### config.mk
export PLATFORM = sky130hd
export DESIGN_NAME = demux32_1_4_fifo
export DESIGN_NICKNAME = d
export VERILOG_FILES = /design/src/rtl/demux32_1_4_fifo.sv
export SDC_FILE = /design/constraint.sdc
export NUM_CORES = 1
export LEC_CHECK = 0
export ABC_AREA = 1
export CORE_MARGIN = 5
export CORE_UTILIZATION = 42
export DETAILED_ROUTE_END_ITERATION = 10
export PLACE_DENSITY = 0.68
export SYNTH_ARGS = -nofsm -noshare
export SYNTH_HDL_FRONTEND = slang
export SYNTH_SLANG_ARGS = --single-unit
export TNS_END_PERCENT = 1
### constraint.sdc
create_clock -name clk -period 2.8 [get_ports clk]
set_input_delay 0.56 -clock clk [delete_from_list [all_inputs] [get_ports clk]]
set_output_delay 0.56 -clock clk [all_outputs]
set_load 0.02 [all_outputs]
### src/rtl/demux32_1_4_fifo.sv
// One-to-four word distributor: each incoming word is steered by in_sel into a
// small per-lane FIFO with its own valid/ready handshake toward its consumer.
module demux32_1_4_fifo #(
  parameter int WIDTH = 32,
  parameter int DEPTH = 2
) (
  input  logic                 clk,
  input  logic                 rst,
  input  logic [WIDTH-1:0]     in_data,
  input  logic [1:0]           in_sel,
  input  logic                 in_valid,
  output logic                 in_ready,
  output logic [4*WIDTH-1:0]   out_data,
  output logic [3:0]           out_valid,
  input  logic [3:0]           out_ready,
  output logic [3:0]           lane_full
);

  localparam int            AW       = (DEPTH > 1) ? $clog2(DEPTH) : 1;
  localparam logic [AW:0]   FULL_CNT = (AW+1)'(DEPTH);
  localparam logic [AW:0]   ONE_CNT  = (AW+1)'(1);
  localparam logic [AW-1:0] ONE_PTR  = AW'(1);

  logic push_any;

  // Head-of-line: only the selected lane's fullness gates the producer, and
  // in_ready never looks at out_ready so there is no consumer-to-producer path.
  assign in_ready = !rst && !lane_full[in_sel];
  assign push_any = in_valid && in_ready;

  generate
    for (genvar gi = 0; gi < 4; gi++) begin : g_lane
      logic [WIDTH-1:0] mem_q [DEPTH];
      logic [AW-1:0]    wr_ptr_q, wr_ptr_d;
      logic [AW-1:0]    rd_ptr_q, rd_ptr_d;
      logic [AW:0]      count_q, count_d;
      logic             push;
      logic             pop;

      assign push = push_any && (in_sel == 2'(gi));
      assign pop  = out_valid[gi] && out_ready[gi];

      always_comb begin
        wr_ptr_d = wr_ptr_q;
        rd_ptr_d = rd_ptr_q;
        count_d  = count_q;
        if (push) wr_ptr_d = wr_ptr_q + ONE_PTR;
        if (pop)  rd_ptr_d = rd_ptr_q + ONE_PTR;
        case ({push, pop})
          2'b10:   count_d = count_q + ONE_CNT;
          2'b01:   count_d = count_q - ONE_CNT;
          default: count_d = count_q;
        endcase
      end

      always_ff @(posedge clk) begin
        if (rst) begin
          wr_ptr_q <= '0;
          rd_ptr_q <= '0;
          count_q  <= '0;
        end else begin
          wr_ptr_q <= wr_ptr_d;
          rd_ptr_q <= rd_ptr_d;
          count_q  <= count_d;
        end
      end

      // Storage has no reset; push is already blocked while rst is high.
      always_ff @(posedge clk) begin
        if (push) mem_q[wr_ptr_q] <= in_data;
      end

      assign out_valid[gi]                = (count_q != '0);
      assign lane_full[gi]                = (count_q == FULL_CNT);
      assign out_data[gi*WIDTH +: WIDTH]  = out_valid[gi] ? mem_q[rd_ptr_q] : '0;
    end
  endgenerate

endmodule

; Word level (Yosys, flattened, before mapping)
; Memory sizes are Yosys's and may differ from the RTL's. A register that Yosys moved wholly into a read port is not among the register bits.
; Cells that the tools add are included.
[word_totals]
reg_bits = 16
ramBits = 256
in_bits = 41
out_inout_bits = 137
elab_cells = 95
memories = 4
[mem_list]
columns = name, depth, width, rd, rd_ports_with_merged_regs, wr, line
row1 = g_lane[0].mem_q, 2, 32, 1, 1, 1, 33  ; logic [WIDTH-1:0] mem_q [DEPTH];
row2 = g_lane[1].mem_q, 2, 32, 1, 1, 1, 33
row3 = g_lane[2].mem_q, 2, 32, 1, 1, 1, 33
row4 = g_lane[3].mem_q, 2, 32, 1, 1, 1, 33
[op_classes]
addsub = 16
magnitude_cmp = 1
n_eq_ne = 15
mux = 26
reduce_logical = 21
[op_table]
columns = op, count
row1 = $mux 32, 4
row2 = $eq 2x2->1 const B, 10
row3 = $mux 1, 17
row4 = $pmux 2 s2, 4
row5 = $reduce_bool 2->1, 8
row6 = $eq 2x1->1 const B, 5
row7 = $logic_and 1x1->1, 10
row8 = $add 1x1->1 const B, 8
row9 = $add 2x1->2 const B, 4
row10 = $sub 2x1->2 const B, 4
row11 = $lt 2x3->1 const B, 1
row12 = $bmux 1 s2, 1
row13 = $logic_not 1->1, 2
row14 = $logic_not 2->1, 1

; Logic depth before layout (Yosys ltp)
[depth]
word_depth = 9
mapped_depth = 11
ltp_nobuf = 11

; Worst setup path before layout
; OpenSTA, ideal clock, no wires.
[synth_timing]
kind = input to register
from = in in_sel[1]
to = mem g_lane[1].mem_q[0][0], enable pin
setup_ps = 421
t_arrival_ps = 2448
required_time_ps = 2379
path_slack_ps = -69
cell_stages = 7
n_path_buf = 0
cell_sequence = inv_1 > nor2_1 > nand2_1 > inv_2 > nor2_4 > nand4_2 > nor2_1
[synth_between]
elab_chain_cells = 8
word_cells_on_any_way = 9
classes_between = 1 x eq/ne / 4 x mux / 4 x reduce/logical
[synth_rtl]
columns = item, line
row1 = start: declaration, 10  ; input logic [1:0] in_sel,
row2 = $bmux 1 s2, 28  ; assign in_ready = !rst && !lane_full[in_sel];
row3 = $mux 1 (not written as such), 28
row4 = $logic_not 1->1, 28
row5 = $logic_and 1x1->1, 28
row6 = $logic_and 1x1->1, 29  ; assign push_any = in_valid && in_ready;
row7 = $logic_and 1x1->1 *, 40  ; assign push = push_any && (in_sel == 2'(gi));
row8 = $mux 1 *, 70  ; if (push) mem_q[wr_ptr_q] <= in_data;
row9 = $mux 1 (not written as such) *, 70
row10 = end: declaration, 33
; Mark *: on every way between the ends. The rest lies on a longest branch, timed or not. The select of a mux whose other input is x is not followed.

; Final worst setup path
[layout_timing]
from = reg g_lane[2].count_q[0]
to = out out_data[64]
[layout_between]
elab_chain_cells = 2
[layout_rtl]
columns = item, line
row1 = start: declaration, 36  ; logic [AW:0] count_q, count_d;
row2 = start signal: assignment, 64  ; count_q <= count_d;
row3 = $reduce_bool 2->1, 73  ; assign out_valid[gi] = (count_q != '0);
row4 = $mux 32, 75  ; assign out_data[gi*WIDTH +: WIDTH] = out_valid[gi] ? mem_q[rd_ptr_q] : '0;
row5 = end: declaration, 13  ; output logic [4*WIDTH-1:0] out_data,
; No other way between the ends.

==> impl_metrics.toml <==
[status]
status = "finished clean"

[clock_network]
ctsHoldBuffers = 0
cts_made_buffers = 28
clk_latency_ps = 520
cts_root_buffer = "clkbuf_16"
htreeDepth = 1
clk_pin_slew_worst_paths_ps = 60
cts_setup_buffers = 0
clockBufferDepth = 3
clock-sinks = 276
cts_tree = "done"

[cells_and_area]
drive_gt1_share_pct = 12.0
area_delta_synth_final_pct = 32.3
final_nets = 1079
finalInstanceArea_sq_um = 13900
finish.utilization_pct = 56.7
n_antenna_cell = 0
fillers = 2014

[timing]
fmax_mhz = 359
relSlewSlack_pct = 37.9
fin_crit_ps = 2790
setup_viol = 0
setup_tns_ps = 0
worst_pin_slew_ps = 930
final-hold-violation-count = 0
rsz0062_at_grt = "true"
setup_ws_ps = 13.8
skew_ps = 6.84
fin_crit_sh_pct = 99.5
slew_viol_final = 0

[global_routing]
grt_pass1_wl_um = 40600
grt_max_degree = 34
grt_use_total_pct = 18.5
antenna_found_initial = 0
gr-total-overflow = 0
grt_pass1_vias = 6821

[worst_setup_path]
path_buf_inv = 1
r2r-start = "g_lane[2].count_q[0]"
worst-r2r-setup-slack_ps = 640
cpPeakStageDelay_ps = 730
cp-end-kind = "output port"
worstSetupStartpointType = "register"
r2r-end = "g_lane[2].count_q[1]"
crit_start = "g_lane[2].count_q[0]"
crit_type = "register to output port"
path_max_fanout = 33
required_ps = 2240
worst-r2r-cell-count = 9
critPathArrivalTime_ps = 2230
cp_slowest_cell = "nor2_4"
crit_family = "simple AND/OR/NAND/NOR gates"
worstPathCellList = "nor2_4 -> a21oi_1 -> dlygate4sd2_1"

[die]
dieArea_sq_um = 28200
ioPinCount = 178
start_util_pct = 42.9
rows = 57
coreArea_sq_um = 24500
die_w_um = 168
die_h_um = 168

[power]
p_total_mw = 9.66
powerDensity_nw_per_um2 = 697
vdd.ir_drop.worst_v = 0.000448
leakage_nw = 5.63

[logic_synthesis]
syn_nets = 878
yosysUniqueCellTypes = 19
synth_warnings = 0
ys_async_sr_fraction_pct = 0
yosysSeqAreaShare_pct = 77.2
ys_ff_latch = 276
synth-edff-count = 256
synth.cell_area_sq_um = 10500
yosys_most_used_dff = "edfxtp_1"
syn_area_per_cell_sq_um = 12.6
synth_cells = 833

[hold_path]
hp-start = "g_lane[1].rd_ptr_q"
worstHoldPathCells = 1
hold_class = "register to register"

[routing]
routed_via_density = 5.03
wirelength_um = 27000
first_iter_violations = 447
drtPass1Iterations = 5
avgRoutedWirePerCell_um = 19.6
vias = 6939
drtAntennaViolNets = 0
drc_errors = 0

[place]
place.gp.congestion = 0.774
dpl.hpwl_um = 17300
place_ws_ps = 89.5
place.port_buffers = 177
placed_area_sq_um = 12900

[job]
drv_cap = 0
[flip-flops by register name, summed over array words and instances, names as in the netlist, named ones only]
| register | cells |
|---|---|
| g_lane.rd_ptr_q | 4 |
| g_lane.mem_q | 256 |
| g_lane.count_q | 8 |
| g_lane.wr_ptr_q | 4 |
[per-stage QoR]
step | std cells | hold WS [ps]
detailed placement | 1326 | 446
global route | 1380 | 471
finish | 1380 | 456
global placement | 1326 | 439
CTS | 1380 | 460
floorplan | 833 | 430
[cells in the mapped netlist (3+ instances only)]
library cell    n  area share (%)
edfxtp_1      256              73
dfxtp_1        20             3.8
nand4_2         4            0.48
clkbuf_1       42             1.5
o21ai_0         3            0.14
nand2_1       280              10
inv_1          17            0.61
nand4_1         4            0.24
a21oi_1       144             6.9
o21ai_1         7            0.33
inv_2          18            0.64
ha_1            4            0.48
nor2_1         24            0.86
[cells by family after synthesis]
family	Yosys count	synth area share (%)
simple gates	320	12.1
flops	276	77.2
compound gates	154	7.35
buf+inv	77	2.76
fa+ha+maj	4	0.477
xor+xnor	2	0.167
[metal layers]
layer  share of wire, %  wire length (um)  vias to the layer above  GRT usage [%]
li1                   -                 -                     3299              -
met5                  0                 0                        -              0
met1                 43             11600                     3392           25.2
met2                 49             13200                      212           31.3
met4                1.9               503                        0           4.30
met3                6.1              1660                       36           3.19
[timing repair]
| action | 4_1_cts | 5_1_grt |
|---|---|---|
| pin swaps | 3 | 0 |
| resized for setup | 82 | 49 |
| gates cloned | 2 | 0 |
| setup endpoints to repair | 114 | 44 |
| endpoints found under the hold margin | 0 | 0 |
[layout by cell type (no fill, tap or decap), types with 8 or more instances in the layout]
cell	synthesis	routed
dlygate4sd2_1	0	57
clkbuf_1	42	8
clkdlybuf4s50_1	0	77
nor2_1	24	16
dlymetal6s2s_1	0	27
edfxtp_1	256	256
inv_2	18	19
buf_12	0	10
clkdlybuf4s15_1	0	9
nor2_4	1	11
a21oi_1	144	144
clkbuf_16	0	29
dfxtp_1	20	14
buf_4	0	23
inv_1	17	13
nand2_1	280	280
[worst max-delay path by stage]
stage | endpoint | slack, ps | depth (start not counted)
detailed placement | in_ready | 90 | 8
global route | out_data[27] | -90 | 3
floorplan | g_lane[2].mem_q[0][0] | -70 | 7
global placement | in_ready | 120 | 8
finish | out_data[64] | 10 | 3
CTS | out_data[64] | -30 | 3
[worst reg2reg max path: stages, from the launching register on]
cell     delay, ps
dfxtp_1        370
nor2_4         730
inv_2           60
nand2_1        100
inv_2           70
ha_1           300
a21oi_1        120
o21ai_0        110
o21ai_0        160
a21oi_1         50
[report_power, final]
group / switching [mW] / internal, mW / total (mW)
Sequential: 0.0505 / 4.58 / 4.63
Combinational: 0.876 / 0.452 / 1.33
Clock: 1.48 / 2.22 / 3.70
[cell type report]
cell class,count,area (sq um),share of cell area [%]
flip-flops and latches,276,8100,58.4
clock inverters,13,139,1.00
well taps,324,405,2.92
multi-input cells,482,2190,15.8
clock buffers,39,783,5.65
inverters,35,138,0.993
repair buffers,211,2120,15.3
Power figures use the tool's default switching activity.
